`src/rtl/uart_tx_fifo_pkg.sv`:
```
`default_nettype none
// ============================================================================
// Module      : uart_tx_fifo_pkg
// Description : Shared UART transmit definitions. Holds the frame FSM state
//               encoding, the minimum bit-period divider and a divider
//               clamp helper. The matching receiver can use the same values.
// Revision    : 1.0 - initial release
// ============================================================================
package uart_tx_fifo_pkg;

  typedef enum logic [2:0] {
    ST_IDLE   = 3'd0,
    ST_START  = 3'd1,
    ST_DATA   = 3'd2,
    ST_PARITY = 3'd3,
    ST_STOP   = 3'd4
  } tx_state_t;

  localparam logic [31:0] UART_MIN_DIV = 32'd2;

  // The bit counter needs at least two clocks per bit, so 0 and 1 are
  // treated as 2.
  function automatic logic [31:0] clamp_div(input logic [31:0] div);
    return (div < UART_MIN_DIV) ? UART_MIN_DIV : div;
  endfunction

endpackage
`default_nettype wire

```
`src/rtl/uart_tx_fifo_buf.sv`:
```
`default_nettype none
// ============================================================================
// Module      : uart_tx_fifo_buf
// Description : Synchronous 8-bit FIFO, 2**FIFO_AW entries, with
//               first-word-fall-through read data.
// Ports       : clk, reset_n    - clock, synchronous active-low reset
//               push, wdata     - write strobe and data (ignored when full)
//               pop, rdata      - read strobe (ignored when empty), head data
//               level           - occupancy 0..2**FIFO_AW
//               full, empty     - occupancy flags
// Revision    : 1.0 - initial release
// ============================================================================
module uart_tx_fifo_buf #(
  parameter int FIFO_AW = 4
) (
  input  logic               clk,
  input  logic               reset_n,
  input  logic               push,
  input  logic [7:0]         wdata,
  input  logic               pop,
  output logic [7:0]         rdata,
  output logic [FIFO_AW:0]   level,
  output logic               full,
  output logic               empty
);

  localparam int              c_depth_int = 1 << FIFO_AW;
  localparam logic [FIFO_AW:0] c_depth    = {1'b1, {FIFO_AW{1'b0}}};

  logic [7:0]         r_mem [c_depth_int];
  logic [FIFO_AW-1:0] r_wr_ptr;
  logic [FIFO_AW-1:0] r_rd_ptr;
  logic [FIFO_AW:0]   r_level;
  logic               w_push;
  logic               w_pop;

  assign full   = (r_level == c_depth);
  assign empty  = (r_level == '0);
  assign level  = r_level;
  assign rdata  = r_mem[r_rd_ptr];
  assign w_push = push && !full;
  assign w_pop  = pop && !empty;

  // Pointers are FIFO_AW bits wide, so they wrap modulo depth on their own.
  always_ff @(posedge clk) begin
    if (!reset_n) begin
      r_wr_ptr <= '0;
      r_rd_ptr <= '0;
      r_level  <= '0;
    end else begin
      if (w_push) r_wr_ptr <= r_wr_ptr + 1'b1;
      if (w_pop)  r_rd_ptr <= r_rd_ptr + 1'b1;
      case ({w_push, w_pop})
        2'b10:   r_level <= r_level + 1'b1;
        2'b01:   r_level <= r_level - 1'b1;
        default: r_level <= r_level;
      endcase
    end
  end

  // Storage needs no reset; only the pointers define valid contents.
  always_ff @(posedge clk) begin
    if (w_push) r_mem[r_wr_ptr] <= wdata;
  end

endmodule
`default_nettype wire

```
`src/rtl/uart_tx_fifo.sv`:
```
`default_nettype none
// ============================================================================
// Module      : uart_tx_fifo
// Description : Buffered UART transmitter, 8N1 framing (8E1 when the
//               UART_TX_PARITY_EN macro is defined), LSB first, with a
//               2**FIFO_AW byte FIFO in front of the frame FSM.
// Ports       : clk, reset_n  - clock, synchronous active-low reset
//               cfg_divider   - clocks per bit, sampled when a byte is popped
//               data, valid   - byte offered, accepted when valid && ready
//               ready         - FIFO not full
//               ser_tx        - serial line, idle high
//               busy          - frame in progress or FIFO non-empty
//               level         - FIFO occupancy
// Config      : UART_TX_PARITY_EN - adds an even-parity bit after the data.
// Revision    : 1.0 - initial release
// ============================================================================
module uart_tx_fifo
  import uart_tx_fifo_pkg::*;
#(
  parameter int FIFO_AW = 4
) (
  input  logic               clk,
  input  logic               reset_n,
  input  logic [31:0]        cfg_divider,
  input  logic [7:0]         data,
  input  logic               valid,
  output logic               ready,
  output logic               ser_tx,
  output logic               busy,
  output logic [FIFO_AW:0]   level
);

  tx_state_t   r_state;
  tx_state_t   w_next_state;
  logic [31:0] r_div;
  logic [31:0] r_cnt;
  logic [2:0]  r_bit_idx;
  logic [7:0]  r_shift;
  logic        w_pop;
  logic        w_bit_end;
  logic        w_full;
  logic        w_empty;
  logic [7:0]  w_head;
`ifdef UART_TX_PARITY_EN
  logic        r_parity;
`endif

  uart_tx_fifo_buf #(
    .FIFO_AW (FIFO_AW)
  ) u_buf (
    .clk     (clk),
    .reset_n (reset_n),
    .push    (valid),
    .wdata   (data),
    .pop     (w_pop),
    .rdata   (w_head),
    .level   (level),
    .full    (w_full),
    .empty   (w_empty)
  );

  assign ready     = !w_full;
  assign busy      = (r_state != ST_IDLE) || !w_empty;
  assign w_bit_end = (r_cnt == r_div - 32'd1);

  always_ff @(posedge clk) begin
    if (!reset_n) r_state <= ST_IDLE;
    else          r_state <= w_next_state;
  end

  // Next state, FIFO pop and line level.
  always_comb begin
    w_next_state = r_state;
    w_pop        = 1'b0;
    ser_tx       = 1'b1;
    case (r_state)
      ST_IDLE: begin
        if (!w_empty) begin
          w_pop        = 1'b1;
          w_next_state = ST_START;
        end
      end
      ST_START: begin
        ser_tx = 1'b0;
        if (w_bit_end) w_next_state = ST_DATA;
      end
      ST_DATA: begin
        ser_tx = r_shift[0];
        if (w_bit_end && (r_bit_idx == 3'd7)) begin
`ifdef UART_TX_PARITY_EN
          w_next_state = ST_PARITY;
`else
          w_next_state = ST_STOP;
`endif
        end
      end
      ST_PARITY: begin
`ifdef UART_TX_PARITY_EN
        ser_tx = r_parity;
        if (w_bit_end) w_next_state = ST_STOP;
`else
        w_next_state = ST_IDLE;
`endif
      end
      ST_STOP: begin
        // Chain straight into the next start bit when more data is queued.
        if (w_bit_end) begin
          if (!w_empty) begin
            w_pop        = 1'b1;
            w_next_state = ST_START;
          end else begin
            w_next_state = ST_IDLE;
          end
        end
      end
      default: w_next_state = ST_IDLE;
    endcase
  end

  // Bit-period counter and shift register. A pop restarts the frame and
  // latches the divider, so divider changes only affect later frames.
  always_ff @(posedge clk) begin
    if (!reset_n) begin
      r_div     <= UART_MIN_DIV;
      r_cnt     <= '0;
      r_bit_idx <= '0;
      r_shift   <= '0;
`ifdef UART_TX_PARITY_EN
      r_parity  <= 1'b0;
`endif
    end else if (w_pop) begin
      r_div     <= clamp_div(cfg_divider);
      r_cnt     <= '0;
      r_bit_idx <= '0;
      r_shift   <= w_head;
`ifdef UART_TX_PARITY_EN
      r_parity  <= ^w_head;
`endif
    end else if (r_state != ST_IDLE) begin
      if (w_bit_end) begin
        r_cnt <= '0;
        if (r_state == ST_DATA) begin
          r_shift   <= {1'b0, r_shift[7:1]};
          r_bit_idx <= r_bit_idx + 3'd1;
        end
      end else begin
        r_cnt <= r_cnt + 32'd1;
      end
    end
  end

endmodule
`default_nettype wire

```
`config.mk`:
```
export PLATFORM = sky130hd
export DESIGN_NAME = uart_tx_fifo
export DESIGN_NICKNAME = d
export VERILOG_FILES = /design/src/rtl/uart_tx_fifo_pkg.sv /design/src/rtl/uart_tx_fifo_buf.sv /design/src/rtl/uart_tx_fifo.sv
export SDC_FILE = /design/constraint.sdc
export NUM_CORES = 1
export LEC_CHECK = 0
export CAP_MARGIN = 10
export CORE_MARGIN = 5
export CORE_UTILIZATION = 55
export DETAILED_ROUTE_END_ITERATION = 12
export GPL_ROUTABILITY_DRIVEN = 0
export PLACE_DENSITY_LB_ADDON = 0.3
export SYNTH_ARGS = -nofsm -noshare
export SYNTH_HDL_FRONTEND = slang
export SYNTH_SLANG_ARGS = --single-unit
```
`constraint.sdc`:
```
create_clock -name clk -period 5 [get_ports clk]
set_input_delay 1 -clock clk [delete_from_list [all_inputs] [get_ports clk]]
set_output_delay 1 -clock clk [all_outputs]
set_load 0.02 [all_outputs]
```
After elaboration in Yosys (flattened, before gate mapping)
Memory sizes are Yosys's and may differ from the RTL's. A register that Yosys moved wholly into a read port is not among the register bits.
Index checks and enable logic that the tools add are counted.
Word-level totals
  register bits after elaboration: 91
  memory bits (writable): 128
  input bits: 43
  output and inout bits: 8
  word-level logic and storage cells: 68
  memories kept: 1
Memories
  u_buf.r_mem: depth 16, bits a word 8, rd ports 1, clocked after Yosys merged registers in 1, write ports 1, line uart_tx_fifo_buf.sv:30  | logic [7:0] r_mem [c_depth_int];
Operators by class
  add/subtract/negate cells: 7
  order comparisons: 1
  equality and inequality tests: 12
  mux-type cells: 21
  bitwise gates (word level): 1
  reductions and logical operators: 17
Operator list (count)
  32-bit two-way mux: 2
  32-bit by 1-bit adder with 32-bit output (second input constant): 1
  32-bit equality test: 1
  32-bit by 2-bit < comparator with 1-bit output (second input constant): 1
  8-bit two-way mux: 4
  32-bit by 1-bit subtractor with 32-bit output (second input constant): 1
  3-bit two-way mux: 4
  3-bit case mux with 4 select lines: 1
  5-bit case mux with 2 select lines: 1
  4-bit by 1-bit adder with 4-bit output (second input constant): 2
  4-bit two-way mux: 2
  2-bit != test (second input constant): 4
  2-bit nonzero test: 4
  3-bit equality test (second input constant): 2
  3-bit AND reduction: 2
  5-bit by 1-bit adder with 5-bit output (second input constant): 1
  5-bit equality test (second input constant): 1
  5-bit logical NOT: 1
  1-bit two-way mux: 5
  5-bit by 1-bit subtractor with 5-bit output (second input constant): 1
  1-bit case mux with 2 select lines: 2
  4-bit AND reduction: 1
  3-bit by 1-bit adder with 3-bit output (second input constant): 1
  3-bit by 1-bit equality test with 1-bit output (second input constant): 1
  10 further kinds: 13

Logic depth before layout (Yosys ltp)
Gate-level depths: netlist (run 1).
  depth in word-level cells: 7
  depth in mapped cells: 23
  depth with buffers taken out: 19

Cells and area by module
A second synthesis (run 1) with hierarchy kept.
Second synthesis, totals
  cell total of the unflattened synthesis: 937
  area, all modules: 10845.4 µm²
Modules (own cells, without submodules)
  uart_tx_fifo_buf: instances 1, cells an instance 331, area an instance 5931.9 µm², seq. area each 4184.0 µm²
  uart_tx_fifo: instances 1, cells an instance 606, area an instance 4913.5 µm², seq. area each 1561.5 µm²

Worst setup path before layout (run 1)
Ideal clock, no wire load.
  path kind: flip-flop to flip-flop
  from: register r_div[8]
  to: register u_buf.r_level[4] (netlist: u_buf.level[4])
  library setup time: 0.059 ns
  data arrival time: 4.781 ns
  data required time: 4.941 ns
  setup slack: 0.160 ns
  cell stages (with the launch flop): 22
  path buffers: 6
  period minus slack after synthesis: 4.840 ns
  cell sequence: dfxtp_1 buf_4 or4_1 buf_2 nor3_4 nand2_1 nor4_2 o22ai_1 or4_4 o21ai_2 and2_4 buf_8 buf_12 buf_8 ha_1 clkbuf_1 xor2_1 ha_1 a31oi_1 or4b_2 a22o_1 nand2_1
On the way
  cells in the longest elaborated chain, start to end: 7
  elaborated cells between the ends (all ways): 9
  classes of those cells: 1 x add/sub; 3 x eq/ne; 3 x mux; 2 x reduce/logical
Ends and longest elaborated chain
  from (decl): line uart_tx_fifo.sv:35  | logic [31:0] r_div;
  from (signal assigned): line uart_tx_fifo.sv:132  | r_div <= clamp_div(cfg_divider);
  32-bit by 1-bit subtractor with 32-bit output *: line uart_tx_fifo.sv:64  | assign w_bit_end = (r_cnt == r_div - 32'd1);
  32-bit equality test *: line uart_tx_fifo.sv:64
  1-bit two-way mux *: line uart_tx_fifo.sv:107  | if (w_bit_end) begin
  1-bit case mux with 2 select lines *: line uart_tx_fifo.sv:76  | case (r_state)
  1-bit logical AND *: line uart_tx_fifo_buf.sv:42  | assign w_pop = pop && !empty;
  net u_buf.w_pop: line uart_tx_fifo_buf.sv:35  | logic w_pop;
  2-bit by 1-bit equality test with 1-bit output or 2-bit equality test (tied branches): line uart_tx_fifo_buf.sv:53  | case ({w_push, w_pop})
  5-bit case mux with 2 select lines or 2-bit nonzero test (tied branches)
  to (signal assigned): line uart_tx_fifo_buf.sv:54  | 2'b10: r_level <= r_level + 1'b1;
  to (signal assigned): line uart_tx_fifo_buf.sv:55  | 2'b01: r_level <= r_level - 1'b1;
  to (signal assigned): line uart_tx_fifo_buf.sv:56  | default: r_level <= r_level;
  to (decl): line uart_tx_fifo_buf.sv:33  | logic [FIFO_AW:0] r_level;
The timed path passes the listed nets; every way through them passes the cells marked *.
A chain may end at the register's enable or synchronous reset.

Worst setup path in the final report (run 1)
  from: register r_div[0]
  to: register u_buf.r_level[4] (netlist: u_buf.level[4])
On the way
  cells in the longest elaborated chain, start to end: 7
  elaborated cells between the ends (all ways): 9
  classes of those cells: 1 x add/sub; 3 x eq/ne; 3 x mux; 2 x reduce/logical
Ends and longest elaborated chain (line)
  32-bit by 1-bit subtractor with 32-bit output *: uart_tx_fifo.sv:64
  32-bit equality test *: uart_tx_fifo.sv:64
  1-bit two-way mux *: uart_tx_fifo.sv:107
  1-bit case mux with 2 select lines *: uart_tx_fifo.sv:76
  1-bit logical AND *: uart_tx_fifo_buf.sv:42
  2-bit by 1-bit equality test with 1-bit output or 2-bit equality test (tied branches): uart_tx_fifo_buf.sv:53
  5-bit case mux with 2 select lines or 2-bit nonzero test (tied branches)
Every way passes the cells marked *; elsewhere a longest branch is shown, timed or not.

==> impl_metrics.py, run 1 <==
metrics = {
    "run_status": {
        "status": "complete, no violations",
    },
    "layout": {
        "nFillCells": 1421,
        "finalInstanceArea_mm2": 0.0119,
        "areaGrowthSynthToFinish_pct": 13.3,
        "fin_util": 0.636,
        "final_common_cell": "edfxtp_1",
        "nets": 934,
        "drive_above_1_share": 0.134,
        "n_antenna_cell": 0,
        "final_cell_mix": "128 x edfxtp_1, 94 x dfxtp_1, 72 x nor2_1",
    },
    "setup_path": {
        "cp_max_fo": 9,
        "worst-setup-path-type": "reg -> reg",
        "max_stage_delay_ps": 610,
        "critical_path.most_common_cell": "ha_1",
        "crit_family": "simple AND/OR/NAND/NOR gates",
        "path_cells": "inv_1 -> ha_1 -> nor3b_1 -> nand4_1 -> xnor2_1 -> nor4_1 -> nand3_1 -> or4_4 -> o21ai_2 -> and2_4 -> ha_1 -> xor2_1 -> ha_1 -> a31oi_1 -> or4b_2 -> a22o_1 -> nand2_1",
        "crit_path_end_kind": "register",
        "start_kind": "register",
        "worstPathRequired_ps": 5460,
        "critPathBufInv": 1,
        "worst_ep_arrival_time_ps": 5210,
        "slowest_stage": "or4b_2",
    },
    "floorplanning": {
        "core_mm2": 0.0188,
        "ios": 51,
        "rows": 50,
        "die_w_um": 148,
        "dieArea_mm2": 0.0220,
        "start_util": 0.561,
        "die_h_um": 148,
    },
    "detailed_routing": {
        "avgViaCountPerCell": 5.90,
        "drcViolationCount": 0,
        "detail_route.wl_per_cell_um": 19.7,
        "dr_total_vias": 6668,
        "ant_nets": 0,
        "routed_wirelength_um": 22300,
        "drt_iter0_markers": 388,
        "drt-pass1-iter-count": 5,
    },
    "logic_synthesis": {
        "synth-edff-count": 128,
        "postSynth.asyncResetShare": 0,
        "syn_area_per_cell_um2": 12.5,
        "synthesis.area_mm2": 0.0105,
        "syn_nets": 896,
        "ys_warn_count": 0,
        "synthDistinctLibCells": 74,
        "synth.ff_latch_count": 223,
        "synth_ff_type": "edfxtp_1",
        "synth_cells": 841,
        "ys_seq_area_frac": 0.545,
    },
    "timing": {
        "setup_viol": 0,
        "rsz0062_at_grt": "no",
        "fmax_mhz": 211,
        "relSlewSlack": 0.321,
        "hold_viol": 0,
        "worst_pin_slew_ps": 1020,
        "period_share": 0.950,
        "slew_viol_final": 0,
        "fin_tns_setup_ps": 0,
        "min_period_ps": 4750,
        "fin_worst_skew_ps": 22.6,
    },
    "grt": {
        "grt_max_degree": 69,
        "grt_usage": 0.204,
        "grt_pass1_wl_um": 36100,
        "first_global_vias": 6890,
        "antenna_found_initial": 0,
        "grt_overflow": 0,
    },
    "pwr": {
        "powerDensity_mw_per_mm2": 529,
        "finalPower_mw": 6.32,
        "ir_drop_mv": 0.403,
        "leakage_nw": 4.15,
    },
    "placed_design": {
        "dp_hpwl_um": 15000,
        "placed_area_mm2": 0.0111,
        "portBuffers": 50,
    },
    "cts": {
        "cts_resized": 0,
        "clk_path_buf_depth": 3,
        "cts_tree": "yes",
        "cts_hold_buf": 0,
        "path_clk_slew_ps": 60,
        "cts_root_buf": "clkbuf_16",
        "post-cts-setup-buffers": 0,
        "cts.sinks": 223,
        "cts_made_buffers": 24,
        "cts_max_level": 1,
        "clk_latency_ps": 530,
    },
    "job": {
        "max_cap_viol_count": 0,
    },
    "min_path": {
        "hp-class": "reg -> reg",
    },
}
[kinds of logic (layout without fill, tap and decap cells)]
family	Yosys count	after routing	share of synthesized area
adder cells (fa/ha/maj)	12	12	0.0143
AND/OR/NAND/NOR	307	307	0.164
XOR/XNOR	81	81	0.0681
buffers and inverters	64	120	0.0325
AO/OA/AOI/OAI	70	70	0.0476
flip-flops	223	223	0.545
multiplexers	84	84	0.128
[cells in the mapped netlist (5+ instances only)]
library cell    n  share of area
ha_1           12          0.014
nand4_1        19          0.011
o21ai_0        11         0.0052
and2_1         15         0.0089
xor2_1         43          0.036
nor4_1         20          0.012
nand2b_1       13         0.0077
o211a_1         8         0.0076
nor3_1         21          0.010
nor2_1         72          0.026
xnor2_1        37          0.031
o211ai_1        7         0.0050
inv_1          14         0.0050
mux2_2          7         0.0075
mux4_2         40          0.086
and3_1         10         0.0059
dfxtp_1        95           0.18
edfxtp_1      128           0.36
nand3_1        19         0.0090
clkbuf_1       33          0.012
nor2b_1        39          0.023
nand3b_1        5         0.0036
mux2i_1        37          0.035
nand2_1        36          0.013
a21oi_1        15         0.0071
[flip-flops by register name (all words and copies together) (netlist names), named ones only]
signal          count
u_buf.r_mem       128
r_cnt              32
r_div              32
r_shift             8
u_buf.level         5
u_buf.r_rd_ptr      4
u_buf.r_wr_ptr      4
r_bit_idx           3
r_state             3
[through the flow]
stage                     instances  hold WS (ps)  setup WS, ps
after floorplan                 841           465           160
after global placement         1087           485           452
after detailed placement       1087           501           346
after CTS                      1131           515           321
after global routing           1131           539          20.2
final                          1131           505           251
[worst min-delay path, stage by stage (launching register included)]
cell,delay (ps)
dfxtp_1,330
mux2i_1,70
nor2_1,70
[where the power goes]
part / leakage [nW] / total (mW) / internal [mW] / switching (mW)
registers: 1.93 / 2.42 / 2.14 / 0.277
clock network: 0.390 / 1.79 / 1.06 / 0.728
logic: 1.83 / 2.10 / 0.991 / 1.11
total: 4.15 / 6.32 / 4.20 / 2.12
[area by class of cell]
cell class | count | area, µm² | area share
flip-flops and latches | 223 | 5750 | 0.482
multi-input cells | 554 | 4450 | 0.373
clock buffers | 31 | 637 | 0.0534
repair buffers | 62 | 586 | 0.0491
well taps | 234 | 293 | 0.0245
clock inverters | 13 | 173 | 0.0145
inverters | 14 | 52.6 | 0.00440
[layer usage]
layer	global-route usage	share of wire	vias up
met1	0.252	0.40	3262
met5	0	0	-
met4	0.0503	0.026	0
met3	0.0305	0.043	40
met2	0.378	0.53	175
li1	-	-	3191
[final timing paths]
check / from / to / slack, ps / cells after the start
worst max-delay path: r_div[0]$_SDFFE_PN0N_ / u_buf.level[4]$_SDFFE_PN0P_ / 250 / 17
worst min register to register: r_bit_idx[1]$_SDFFE_PP0P_ / r_bit_idx[1]$_SDFFE_PP0P_ / 500 / 2
worst max register to register: r_div[0]$_SDFFE_PN0N_ / u_buf.level[4]$_SDFFE_PN0P_ / 250 / 17
worst min-delay path: r_bit_idx[1]$_SDFFE_PP0P_ / r_bit_idx[1]$_SDFFE_PP0P_ / 500 / 2
No activity file was read; power rests on OpenSTA's default activity.
==> inputs of run 2 (changes only) <==
--- a/config.mk
+++ b/config.mk
@@ -6,7 +6,7 @@
 export NUM_CORES = 1
 export LEC_CHECK = 0
 export CAP_MARGIN = 10
-export CORE_MARGIN = 5
+export CORE_MARGIN = 10
 export CORE_UTILIZATION = 55
 export DETAILED_ROUTE_END_ITERATION = 12
 export GPL_ROUTABILITY_DRIVEN = 0
@@ -14,3 +14,4 @@
 export SYNTH_ARGS = -nofsm -noshare
 export SYNTH_HDL_FRONTEND = slang
 export SYNTH_SLANG_ARGS = --single-unit
+export TNS_END_PERCENT = 5
==> impl_metrics.py, run 2 (synthesized netlist as in run 1, its figures left out) <==
metrics = {
    "run_status": {
        "status": "complete, no violations",
    },
    "job": {
        "max_cap_viol_count": 0,
    },
    "layout": {
        "top_regs": "u_buf.r_mem (128), r_cnt (32), r_div (32)",
        "regMostFlops": "u_buf.r_mem",
        "nFillCells": 1449,
        "nets": 935,
        "drive_above_1_share": 0.130,
        "n_antenna_cell": 0,
        "final_common_cell": "edfxtp_1",
        "final_cell_mix": "128 x edfxtp_1, 93 x dfxtp_1, 72 x nor2_1",
        "largest_register_ffs": 128,
        "fin_util": 0.634,
        "areaGrowthSynthToFinish_pct": 12.9,
    },
    "placed_design": {
        "portBuffers": 50,
        "dp_hpwl_um": 15300,
    },
    "grt": {
        "first_global_vias": 6687,
        "antenna_found_initial": 0,
        "grt_use_met3": 0.0275,
        "grtUsageMet2": 0.330,
        "globalRouteMet1Util": 0.217,
        "grt_overflow": 0,
        "grt_usage": 0.180,
        "grt_max_degree": 69,
        "grt_pass1_wl_um": 36000,
        "busiest_layer": "met2",
    },
    "setup_path": {
        "start_kind": "register",
        "worst-setup-path-type": "reg -> reg",
        "worstPathRequired_ps": 5470,
        "worst_ep_arrival_time_ps": 5170,
        "crit_path_end_kind": "register",
        "cp_max_fo": 9,
    },
    "timing": {
        "min_period_ps": 4700,
        "period_share": 0.940,
        "rsz0062_at_grt": "no",
        "fmax_mhz": 213,
        "fin_worst_skew_ps": 17.3,
        "slew_viol_final": 0,
        "hold_viol": 0,
        "fin_tns_setup_ps": 0,
        "setup_viol": 0,
        "relSlewSlack": 0.333,
        "worst_pin_slew_ps": 1000,
    },
    "cts": {
        "post-cts-setup-buffers": 0,
        "cts_tree": "yes",
        "clk_latency_ps": 540,
        "cts_root_buf": "clkbuf_16",
        "cts_max_level": 1,
        "cts.sinks": 223,
        "cts_made_buffers": 24,
        "clk_path_buf_depth": 3,
        "path_clk_slew_ps": 60,
        "cts_hold_buf": 0,
        "cts_resized": 0,
    },
    "floorplanning": {
        "die_w_um": 158,
        "core_mm2": 0.0188,
        "ios": 51,
        "dieArea_mm2": 0.0251,
        "die_h_um": 158,
        "start_util": 0.561,
        "rows": 50,
    },
    "pwr": {
        "ir_drop_mv": 0.312,
        "powerDensity_mw_per_mm2": 525,
        "leakage_nw": 4.13,
    },
    "detailed_routing": {
        "ant_nets": 0,
        "dr_total_vias": 6646,
        "drcViolationCount": 0,
        "routed_wirelength_um": 22300,
        "detail_route.wl_per_cell_um": 19.7,
        "drt-pass1-iter-count": 7,
        "drt_iter0_markers": 421,
        "avgViaCountPerCell": 5.87,
    },
    "min_path": {
        "hp-class": "reg -> reg",
    },
}
-- run 2: worst max-delay path: stages (launching register included) --
cell	delay, ps
dfxtp_1	380
or4_1	710
nor2_2	340
o2111ai_1	190
nor4_2	320
nand3_1	130
or4_4	550
o21ai_2	150
and2_4	160
ha_1	340
xor2_1	180
ha_1	210
a31oi_1	100
or4b_2	610
a22o_1	210
nand2_1	50
-- run 2: cell type report --
type,instances,area (µm²),share of cell area
tap,234,293,0.0246
inverter,14,52.6,0.00442
timing repair buffer,63,593,0.0498
clock buffer,38,673,0.0566
sequential,223,5750,0.483
clock inverter,6,92.6,0.00778
multi-input combinational,554,4450,0.374
-- run 2: final timing paths --
| kind | start | to | slack (ps) | depth (start not counted) |
|---|---|---|---|---|
| max reg2reg | r_div[5]$_SDFFE_PN0N_ | u_buf.level[4]$_SDFFE_PN0P_ | 300 | 15 |
| min reg2reg | r_bit_idx[2]$_SDFFE_PP0P_ | r_bit_idx[2]$_SDFFE_PP0P_ | 500 | 2 |
| min | r_bit_idx[2]$_SDFFE_PP0P_ | r_bit_idx[2]$_SDFFE_PP0P_ | 500 | 2 |
| max | r_div[5]$_SDFFE_PN0N_ | u_buf.level[4]$_SDFFE_PN0P_ | 300 | 15 |
-- run 2: power breakdown --
part           internal (mW)  switching (mW)  total (mW)
sequential              2.14           0.291        2.44
combinational          0.996            1.11        2.10
clock                  0.985           0.716        1.70
-- run 2: routing by layer --
metal  wire (µm)  share of wire
met4         472          0.021
met2       11900           0.53
met5           0              0
met1        9070           0.41
met3         895          0.040
-- run 2: metrics by stage --
stage | total power, mW | hold slack (ps) | area [µm²] | cells | setup slack (ps)
6_report | 6.24 | 504 | 11900 | 1132 | 301
5_1_grt | 6.58 | 544 | 11900 | 1132 | 29.0
4_1_cts | 6.28 | 507 | 11900 | 1132 | 294
3_5_place_dp | 4.57 | 491 | 11100 | 1088 | 366
3_3_place_gp | 4.54 | 479 | 11100 | 1088 | 448
2_1_floorplan | 4.19 | 465 | 10500 | 841 | 160
